File: src/rtl/ara_pkg.sv
// ----------------------------------------------------------------------------
// ara_pkg
// Types and helpers shared by the lane-level blocks of the vector unit.
//   ew_e        : element width encoding (EW8 .. EW64)
//   opq_conv_e  : operand queue conversion codes, forwarded untouched
//   opq_cmd_t   : {vl, eew, conv} command pushed into an operand queue
//   calc_nwords : number of 64-bit VRF words covering vl elements of a given EEW
// ----------------------------------------------------------------------------
package ara_pkg;

    localparam int unsigned AraVlWidth = 16;

    typedef enum logic [1:0] {
        EW8  = 2'd0,
        EW16 = 2'd1,
        EW32 = 2'd2,
        EW64 = 2'd3
    } ew_e;

    typedef enum logic [2:0] {
        OpConvNone  = 3'd0,
        OpConvSext  = 3'd1,
        OpConvZext  = 3'd2,
        OpConvWiden = 3'd3,
        OpConvFp    = 3'd4,
        OpConvRsvd5 = 3'd5,
        OpConvRsvd6 = 3'd6,
        OpConvRsvd7 = 3'd7
    } opq_conv_e;

    typedef struct packed {
        logic [AraVlWidth-1:0] vl;
        ew_e                   eew;
        opq_conv_e             conv;
    } opq_cmd_t;

    // Byte count is vl << eew (up to VlWidth+3 bits); the +7 for the ceiling
    // needs one extra bit so the largest vl never wraps.
    function automatic logic [AraVlWidth:0] calc_nwords(
        input logic [AraVlWidth-1:0] vl,
        input logic [1:0]            eew
    );
        logic [AraVlWidth+3:0] bytes;
        bytes = {4'b0000, vl} << eew;
        bytes = bytes + (AraVlWidth+4)'(7);
        return bytes[AraVlWidth+3:3];
    endfunction

endpackage

File: src/rtl/operand_requester_port.sv
// ----------------------------------------------------------------------------
// operand_requester_port
// Per-operand-queue read engine for one lane. Takes a read command from the
// lane sequencer, pushes its {vl, eew, conv} descriptor to the operand queue,
// then walks the source register one 64-bit word per grant, only requesting
// while the queue has credit and no hazard is flagged.
//
// Ports
//   clk_i, rst_i               clock, synchronous active-high reset
//   req_valid_i / req_ready_o  command handshake (ready only when idle)
//   req_vs_i, req_vl_i,
//   req_eew_i, req_conv_i      command fields
//   hazard_i                   suppresses new reads while high
//   vrf_req_o, vrf_addr_o,
//   vrf_bank_o, vrf_gnt_i      bank arbiter request / same-cycle grant
//   opq_ready_i                operand queue credit
//   opq_issued_o               one word issued this cycle
//   opq_cmd_o, opq_cmd_valid_o command push into the queue
//   done_o                     pulse with the last issued word
// ----------------------------------------------------------------------------
module operand_requester_port
    import ara_pkg::*;
#(
    parameter int unsigned NrBanks     = 8,
    parameter int unsigned WordsPerReg = 16,
    parameter int unsigned VlWidth     = AraVlWidth,
    localparam int unsigned AddrWidth  = $clog2(32*WordsPerReg),
    localparam int unsigned BankWidth  = $clog2(NrBanks),
    localparam int unsigned CmdWidth   = VlWidth + 2 + 3
) (
    input  logic                 clk_i,
    input  logic                 rst_i,
    input  logic                 req_valid_i,
    output logic                 req_ready_o,
    input  logic [4:0]           req_vs_i,
    input  logic [VlWidth-1:0]   req_vl_i,
    input  logic [1:0]           req_eew_i,
    input  logic [2:0]           req_conv_i,
    input  logic                 hazard_i,
    output logic                 vrf_req_o,
    output logic [AddrWidth-1:0] vrf_addr_o,
    output logic [BankWidth-1:0] vrf_bank_o,
    input  logic                 vrf_gnt_i,
    input  logic                 opq_ready_i,
    output logic                 opq_issued_o,
    output logic [CmdWidth-1:0]  opq_cmd_o,
    output logic                 opq_cmd_valid_o,
    output logic                 done_o
);

    localparam int unsigned RegShift = $clog2(WordsPerReg);

    typedef enum logic {
        ST_IDLE = 1'b0,
        ST_REQ  = 1'b1
    } state_e;

    state_e               r_state;
    state_e               w_nextState;
    logic [AddrWidth-1:0] r_base;
    logic [VlWidth:0]     r_idx;
    logic [VlWidth:0]     r_nwords;
    logic [VlWidth:0]     w_nwords;
    logic                 w_accept;
    logic                 w_issue;
    logic [AddrWidth-1:0] w_addr;
    opq_cmd_t             w_cmd;

    assign w_nwords = calc_nwords(req_vl_i, req_eew_i);
    assign w_cmd    = '{vl: req_vl_i, eew: ew_e'(req_eew_i), conv: opq_conv_e'(req_conv_i)};
    // Truncation to AddrWidth gives the v31 -> v0 wrap for free.
    assign w_addr   = r_base + r_idx[AddrWidth-1:0];

    always_comb begin
        w_nextState     = r_state;
        w_accept        = 1'b0;
        w_issue         = 1'b0;
        req_ready_o     = 1'b0;
        vrf_req_o       = 1'b0;
        vrf_addr_o      = '0;
        vrf_bank_o      = '0;
        opq_issued_o    = 1'b0;
        opq_cmd_o       = '0;
        opq_cmd_valid_o = 1'b0;
        done_o          = 1'b0;
        case (r_state)
            ST_IDLE: begin
                req_ready_o = 1'b1;
                if (req_valid_i) begin
                    // An empty command completes on the spot without bothering the queue.
                    if (w_nwords == '0) begin
                        done_o = 1'b1;
                    end else begin
                        w_accept        = 1'b1;
                        opq_cmd_valid_o = 1'b1;
                        opq_cmd_o       = w_cmd;
                        w_nextState     = ST_REQ;
                    end
                end
            end
            ST_REQ: begin
                vrf_req_o    = opq_ready_i & ~hazard_i;
                vrf_addr_o   = w_addr;
                vrf_bank_o   = w_addr[BankWidth-1:0];
                w_issue      = vrf_req_o & vrf_gnt_i;
                opq_issued_o = w_issue;
                if (w_issue && (r_idx == r_nwords - 1'b1)) begin
                    done_o      = 1'b1;
                    w_nextState = ST_IDLE;
                end
            end
            default: w_nextState = ST_IDLE;
        endcase
    end

    always_ff @(posedge clk_i) begin
        if (rst_i) begin
            r_state  <= ST_IDLE;
            r_base   <= '0;
            r_idx    <= '0;
            r_nwords <= '0;
        end else begin
            r_state <= w_nextState;
            if (w_accept) begin
                r_base   <= AddrWidth'({req_vs_i, {RegShift{1'b0}}});
                r_idx    <= '0;
                r_nwords <= w_nwords;
            end else if (w_issue) begin
                r_idx <= r_idx + 1'b1;
            end
        end
    end

endmodule

File: config.mk
export PLATFORM = sky130hd
export DESIGN_NAME = operand_requester_port
export DESIGN_NICKNAME = d
export VERILOG_FILES = /design/src/rtl/ara_pkg.sv /design/src/rtl/operand_requester_port.sv
export SDC_FILE = /design/constraint.sdc
export NUM_CORES = 1
export LEC_CHECK = 0
export ABC_CLOCK_PERIOD_IN_PS = 6500
export CAP_MARGIN = 15
export CORE_MARGIN = 4
export CORE_UTILIZATION = 54
export CTS_BUF_LIST = sky130_fd_sc_hd__clkbuf_2 sky130_fd_sc_hd__clkbuf_4 sky130_fd_sc_hd__clkbuf_8
export CTS_CLUSTER_DIAMETER = 80
export DETAILED_ROUTE_END_ITERATION = 8
export MAX_ROUTING_LAYER = met4
export PLACE_DENSITY = 0.87
export SKIP_LAST_GASP = 1
export SLEW_MARGIN = 20
export SYNTH_ARGS = -nofsm -noshare
export SYNTH_HDL_FRONTEND = slang
export SYNTH_SLANG_ARGS = --single-unit
File: constraint.sdc
create_clock -name clk_i -period 6.5 [get_ports clk_i]
set_input_delay 1.625 -clock clk_i [delete_from_list [all_inputs] [get_ports clk_i]]
set_output_delay 1.625 -clock clk_i [all_outputs]
set_load 0.005 [all_outputs]
==> impl_metrics.py, run 1 <==
metrics = {
    "status": {
        "status": "finished, final reports clean",
    },
    "floorplan": {
        "die_area_sq_mm": 0.007800,
        "io_pins": 70,
        "core-area_sq_mm": 0.006096,
        "die_h_um": 88.32,
        "start_util_pct": 57.14,
        "num_rows": 28,
        "die_width_um": 88.32,
    },
    "setup_path": {
        "crit_end": "opq_cmd_o[12]",
        "cp.required_ps": 4880,
        "crit_type": "primary input to primary output",
        "r2r_end": "r_state",
        "start_kind": "primary input",
        "regToRegStartpoint": "r_nwords[2]",
        "rrSetupSlack_ps": 3830,
        "crit_start": "req_eew_i[1]",
        "arrival_ps": 4710,
        "end_kind": "primary output",
        "r2r_cells": 8,
        "cp_max_fo": 21,
    },
    "final_layout": {
        "n_antenna_cell": 0,
        "fin_nets": 519,
        "area_growth_pct": 28.84,
        "drive_gt1_share_pct": 15.38,
        "fill_cells": 449,
        "final_util_pct": 73.62,
    },
    "detailed_routing": {
        "drt_iter0_drc": 93,
        "drc_errors": 0,
        "vias_per_cell": 5.809,
        "firstDrtPassIters": 4,
        "wl_mm": 8.800,
        "routedWlPerCell_um": 15.83,
        "vias": 3230,
        "drtAntennaViolNets": 0,
    },
    "sta": {
        "skew_ps": 5.136,
        "finalCritPeriodShare_pct": 97.39,
        "slew_viol_final": 0,
        "fmax_ghz": 0.1580,
        "hold_viol": 0,
        "slew_headroom_pct": 57.54,
        "rsz0062_at_grt": "no",
        "tightest_slew_ps": 636.2,
        "layout_min_cycle_time_ps": 6330,
        "finalSetupTns_ps": 0,
        "finalSetupViolCount": 0,
    },
    "clock_tree": {
        "cts_max_path_buffers": 2,
        "htreeDepth": 2,
        "cts-root-buf": "clkbuf_8",
        "numCtsBuffers": 5,
        "clock-sinks": 40,
        "cts_hold_buf": 0,
        "tritoncts": "yes",
        "path_clk_slew_ps": 70,
        "clk_latency_ps": 300,
    },
    "yosys": {
        "yosysTopAreaCell": "dfxtp_1",
        "netlist_area_sq_mm": 0.003483,
        "async_flop_share_pct": 0,
        "ys_warn_count": 0,
        "yosys.area.top_type_share_pct": 22.99,
        "synth_cells": 406,
        "synth_edf_count": 0,
        "yosysSeqAreaShare_pct": 22.99,
        "synth_area_leaders": "dfxtp_1 (23%), xnor2_1 (7.5%), mux2i_1 (6.6%)",
        "syn_area_per_cell_sq_um": 8.580,
        "synth_nets": 445,
        "ys_types": 60,
        "ys.flop_type": "dfxtp_1",
        "synth-seq-cells": 40,
    },
    "global_routing": {
        "antenna_found_initial": 0,
        "grt_pass1_wl_mm": 14.30,
        "grt_use_total_pct": 23.23,
        "grt_pass1_vias": 3223,
        "overflow": 0,
        "grt_max_degree": 32,
    },
    "power": {
        "power.density_mw_per_mm2": 161.2,
        "vdd_drop_max_mv": 0.1398,
        "leakage_nw": 1.715,
    },
    "placement": {
        "dp.final_hpwl_mm": 6.707,
        "port_buffers": 69,
        "gp_congestion": 0.8630,
    },
    "worst_hold_path": {
        "hold_path_class": "register to register",
        "hold_start": "r_base[4]",
    },
    "job": {
        "max_cap_viol_count": 0,
    },
}
[how the worst min path moves through the flow]
stage	end	slack, ps	cells past startpoint
2_1_floorplan	r_base[4]	440	2
4_1_cts	r_base[4]	470	2
5_1_grt	r_base[4]	480	2
6_report	r_base[4]	470	2
3_3_place_gp	r_base[7]	450	2
3_5_place_dp	r_base[4]	460	2
[stage by stage]
step	cell area, sq um	power (W)	hold WS, ps	instances	worst slack [ps]
4_1_cts	4400	0.0007157	473.9	551	72.84
6_report	4488	0.0007234	472.9	556	169.5
3_3_place_gp	4279	0.0004938	451.8	543	149.9
2_1_floorplan	3483	0.0004225	439.1	406	745.9
5_1_grt	4488	0.0007587	479.6	556	45.86
3_5_place_dp	4279	0.0005023	463.2	543	72.07
[cells in the final DEF, fill, tap and decap left out, drive strengths merged, types with 15 or more instances in the layout]
cell type      netlist  routed
mux2i               27      27
nor2                23      23
nor3                28      28
clkdlybuf4s50        0      67
nand3               15      15
xor2                25      25
dfxtp               40      40
inv                 15      15
and2                27      27
nand2               37      37
xnor2               30      30
buf                 15      24
[worst max-delay path, cell delays in order]
cell	delay (ps)
clkdlybuf4s50_1	500
buf_12	180
mux2i_4	280
nand2_2	90
or3b_4	430
or4_4	500
a21oi_4	150
a31o_4	210
clkinv_4	90
and2_1	170
clkdlybuf4s50_1	460
[sequential cells by signal (all words and copies together) (netlist names)]
register and flops:
r_nwords 17, r_idx 17, r_state 1, r_base 5
[what timing repair did]
| item | in CTS | in global routing |
|---|---|---|
| setup buffers | 0 | 3 |
| gates resized for setup | 0 | 9 |
| hold endpoints to repair | 0 | 0 |
| setup endpoints to repair | 0 | 23 |
[routing by layer]
layer | up-vias | global-route usage (%) | share of wire, %
li1 | 1600 | - | -
met1 | 1520 | 25.91 | 42
met2 | 95 | 42.62 | 51
met3 | 15 | 3.352 | 5.3
met4 | 0 | 6.868 | 1.6
met5 | - | - | 0
[layout make-up]
cell class                 instances  area, sq um  share of cell area, %
clock inverter                     2        38.79                 0.8642
tap                               75        93.84                  2.091
clock buffer                       6        82.58                  1.840
inverter                          16        65.06                  1.450
sequential                        40        800.8                  17.84
timing repair buffer              94        925.9                  20.63
timing repair inverter             1        6.256                 0.1394
multi-input combinational        322         2475                  55.14
[power breakdown]
group          internal, W  switching, W
Clock             0.000126     0.0000918
Combinational     0.000119      0.000116
Sequential        0.000256     0.0000152
[cell families after synthesis]
group / synth area share, %
AND/OR/NAND/NOR: 28.59
adder cells (fa/ha/maj): 2.730
AO/OA/AOI/OAI: 11.82
flip-flops: 22.99
multiplexers: 13.33
XOR/XNOR: 13.83
buffers and inverters: 6.717
[cell usage after synthesis (3+ instances only)]
cell type / instances
dfxtp_1: 40
nand2_1: 36
xnor2_1: 30
and2_1: 27
xor2_1: 25
mux2i_1: 23
nor2_1: 23
nor3_2: 17
nand3_1: 15
inv_1: 14
clkbuf_1: 13
nor3_1: 11
a211oi_1: 10
a311oi_1: 10
and3_1: 10
a21oi_1: 9
nand4_1: 8
buf_6: 6
ha_1: 6
buf_2: 5
mux4_2: 5
buf_4: 4
o211ai_1: 4
nor2b_1: 3
nor3b_1: 3
nor4_1: 3
Note: power is estimated with default switching activity, not from simulation.
==> run 2: changes to the inputs <==
--- a/config.mk
+++ b/config.mk
@@ -8,12 +8,13 @@
 export ABC_CLOCK_PERIOD_IN_PS = 6500
 export CAP_MARGIN = 15
 export CORE_MARGIN = 4
-export CORE_UTILIZATION = 54
+export CORE_UTILIZATION = 63
 export CTS_BUF_LIST = sky130_fd_sc_hd__clkbuf_2 sky130_fd_sc_hd__clkbuf_4 sky130_fd_sc_hd__clkbuf_8
 export CTS_CLUSTER_DIAMETER = 80
 export DETAILED_ROUTE_END_ITERATION = 8
+export DONT_BUFFER_PORTS = 1
 export MAX_ROUTING_LAYER = met4
-export PLACE_DENSITY = 0.87
+export PLACE_DENSITY = 0.83
 export SKIP_LAST_GASP = 1
 export SLEW_MARGIN = 20
 export SYNTH_ARGS = -nofsm -noshare
==> run 2 against run 1 <==
Design area fell by 20%. Count of clock-buffer cells in the layout decreased by 1. Sequential power barely moved. Sequential share of layout area increased by 4.5 points. Worst hold slack gained 9.3 ps. Largest cell class unchanged. Combinational power fell by 31%. Clock skew increased by 2.9 ps. Maximum frequency grew 7.1%. Critical path depth down 2.
==> impl_metrics.py, run 2 (same netlist as run 1, synthesis figures left out) <==
metrics = {
    "status": {
        "status": "finished, final reports clean",
    },
    "setup_path": {
        "crit_type": "primary input to primary output",
        "arrival_ps": 4290,
        "cp_max_fo": 44,
        "start_kind": "primary input",
        "end_kind": "primary output",
        "cp.required_ps": 4880,
    },
    "sta": {
        "slew_viol_final": 0,
        "finalSetupTns_ps": 0,
        "slew_headroom_pct": 60.55,
        "tightest_slew_ps": 591.1,
        "layout_min_cycle_time_ps": 5912,
        "fmax_ghz": 0.1691,
        "rsz0062_at_grt": "no",
        "finalSetupViolCount": 0,
        "skew_ps": 8.031,
        "finalCritPeriodShare_pct": 90.95,
        "hold_viol": 0,
    },
    "floorplan": {
        "die_width_um": 82.36,
        "start_util_pct": 66.51,
        "die_h_um": 82.36,
        "num_rows": 26,
        "die_area_sq_mm": 0.006783,
        "io_pins": 70,
        "core-area_sq_mm": 0.005238,
    },
    "detailed_routing": {
        "routedWlPerCell_um": 16.61,
        "vias": 2842,
        "wl_mm": 7.625,
        "firstDrtPassIters": 4,
        "drt_iter0_drc": 210,
        "drc_errors": 0,
        "drtAntennaViolNets": 0,
        "vias_per_cell": 6.192,
    },
    "worst_hold_path": {
        "hold_path_class": "register to register",
    },
    "clock_tree": {
        "path_clk_slew_ps": 80,
        "cts_max_path_buffers": 2,
        "cts-root-buf": "clkbuf_8",
        "cts_hold_buf": 0,
        "post_cts_resized": 0,
        "tritoncts": "yes",
        "clk_latency_ps": 300,
        "cts_setup_buffers": 0,
        "numCtsBuffers": 5,
        "clock-sinks": 40,
        "htreeDepth": 2,
    },
    "global_routing": {
        "grt_pass1_vias": 2736,
        "overflow": 0,
        "grt_pass1_wl_mm": 12.70,
        "grt_use_total_pct": 24.29,
        "grt_max_degree": 45,
        "antenna_found_initial": 0,
    },
    "final_layout": {
        "final_util_pct": 68.37,
        "drive_gt1_share_pct": 12.08,
        "final_common_cell": "dfxtp_1",
        "n_antenna_cell": 0,
        "fin_nets": 427,
        "area_growth_pct": 2.802,
        "fill_cells": 409,
        "reg.largest.list": "r_idx x17, r_nwords x17, r_base x5",
        "final_cell_mix": "dfxtp_1 (40), nand2_1 (36), xnor2_1 (30)",
    },
    "power": {
        "leakage_nw": 1.319,
        "vdd_drop_max_mv": 0.1238,
        "power.density_mw_per_mm2": 200.4,
    },
    "placement": {
        "gp_congestion": 0.8518,
        "dp.final_hpwl_mm": 5.577,
        "port_buffers": 0,
    },
    "job": {
        "max_cap_viol_count": 0,
    },
}
run 2: changes by cell type in the layout (fill, tap and decap cells not counted), sizes merged:
cell,before,now
buf,24,3
bufinv,1,3
clkbuf,7,5
clkdlybuf4s50,67,0
dlymetal6s2s,2,0
clkinv,3,1
run 2: worst paths after layout:
check	startpoint	to	slack, ps	cells after the start
max	req_eew_i[0]	opq_cmd_o[17]	590	9
min	r_base[4]	r_base[4]	480	2
max reg2reg	r_nwords[2]	r_state	3790	8
min reg2reg	r_base[4]	r_base[4]	480	2
run 2: metrics by stage:
step	hold slack [ps]	area [sq um]	power (W)	worst slack [ps]	cells
floorplan	439.1	3483	0.0004225	745.9	406
global placement	450.8	3422	0.0004311	741.9	451
detailed placement	470.0	3422	0.0004374	628.2	451
CTS	481.6	3581	0.0007183	602.9	459
global route	502.1	3581	0.0007493	296.4	459
finish	482.2	3581	0.0007175	588.0	459
run 2: where the power goes:
group	internal, W	switching (W)
clock network	0.000192	0.0000913
registers	0.000256	0.0000156
logic	0.0000725	0.0000897
run 2: final cells by class:
type                       count  area, sq um  share of cell area (%)
sequential                    40        800.8                   22.36
clock inverter                 3        90.09                   2.516
multi-input combinational    322         2449                   68.38
tap                           70        87.58                   2.446
clock buffer                   5        68.82                   1.922
inverter                      16        62.56                   1.747
timing repair buffer           3        22.52                  0.6289
run 2: worst max-delay path, stage by stage:
cell and delay, ps:
mux2i_1 120, mux2i_1 410, and3_1 220, nand4b_1 240, o41ai_1 400, nand2_1 310, a31o_1 310, inv_4 400
and2_1 240
run 2: layer usage:
layer / global-route usage [%] / wire [um]
met5: - / 0
met1: 29.40 / 3361
met4: 5.648 / 76
met3: 4.772 / 404
met2: 41.59 / 3784
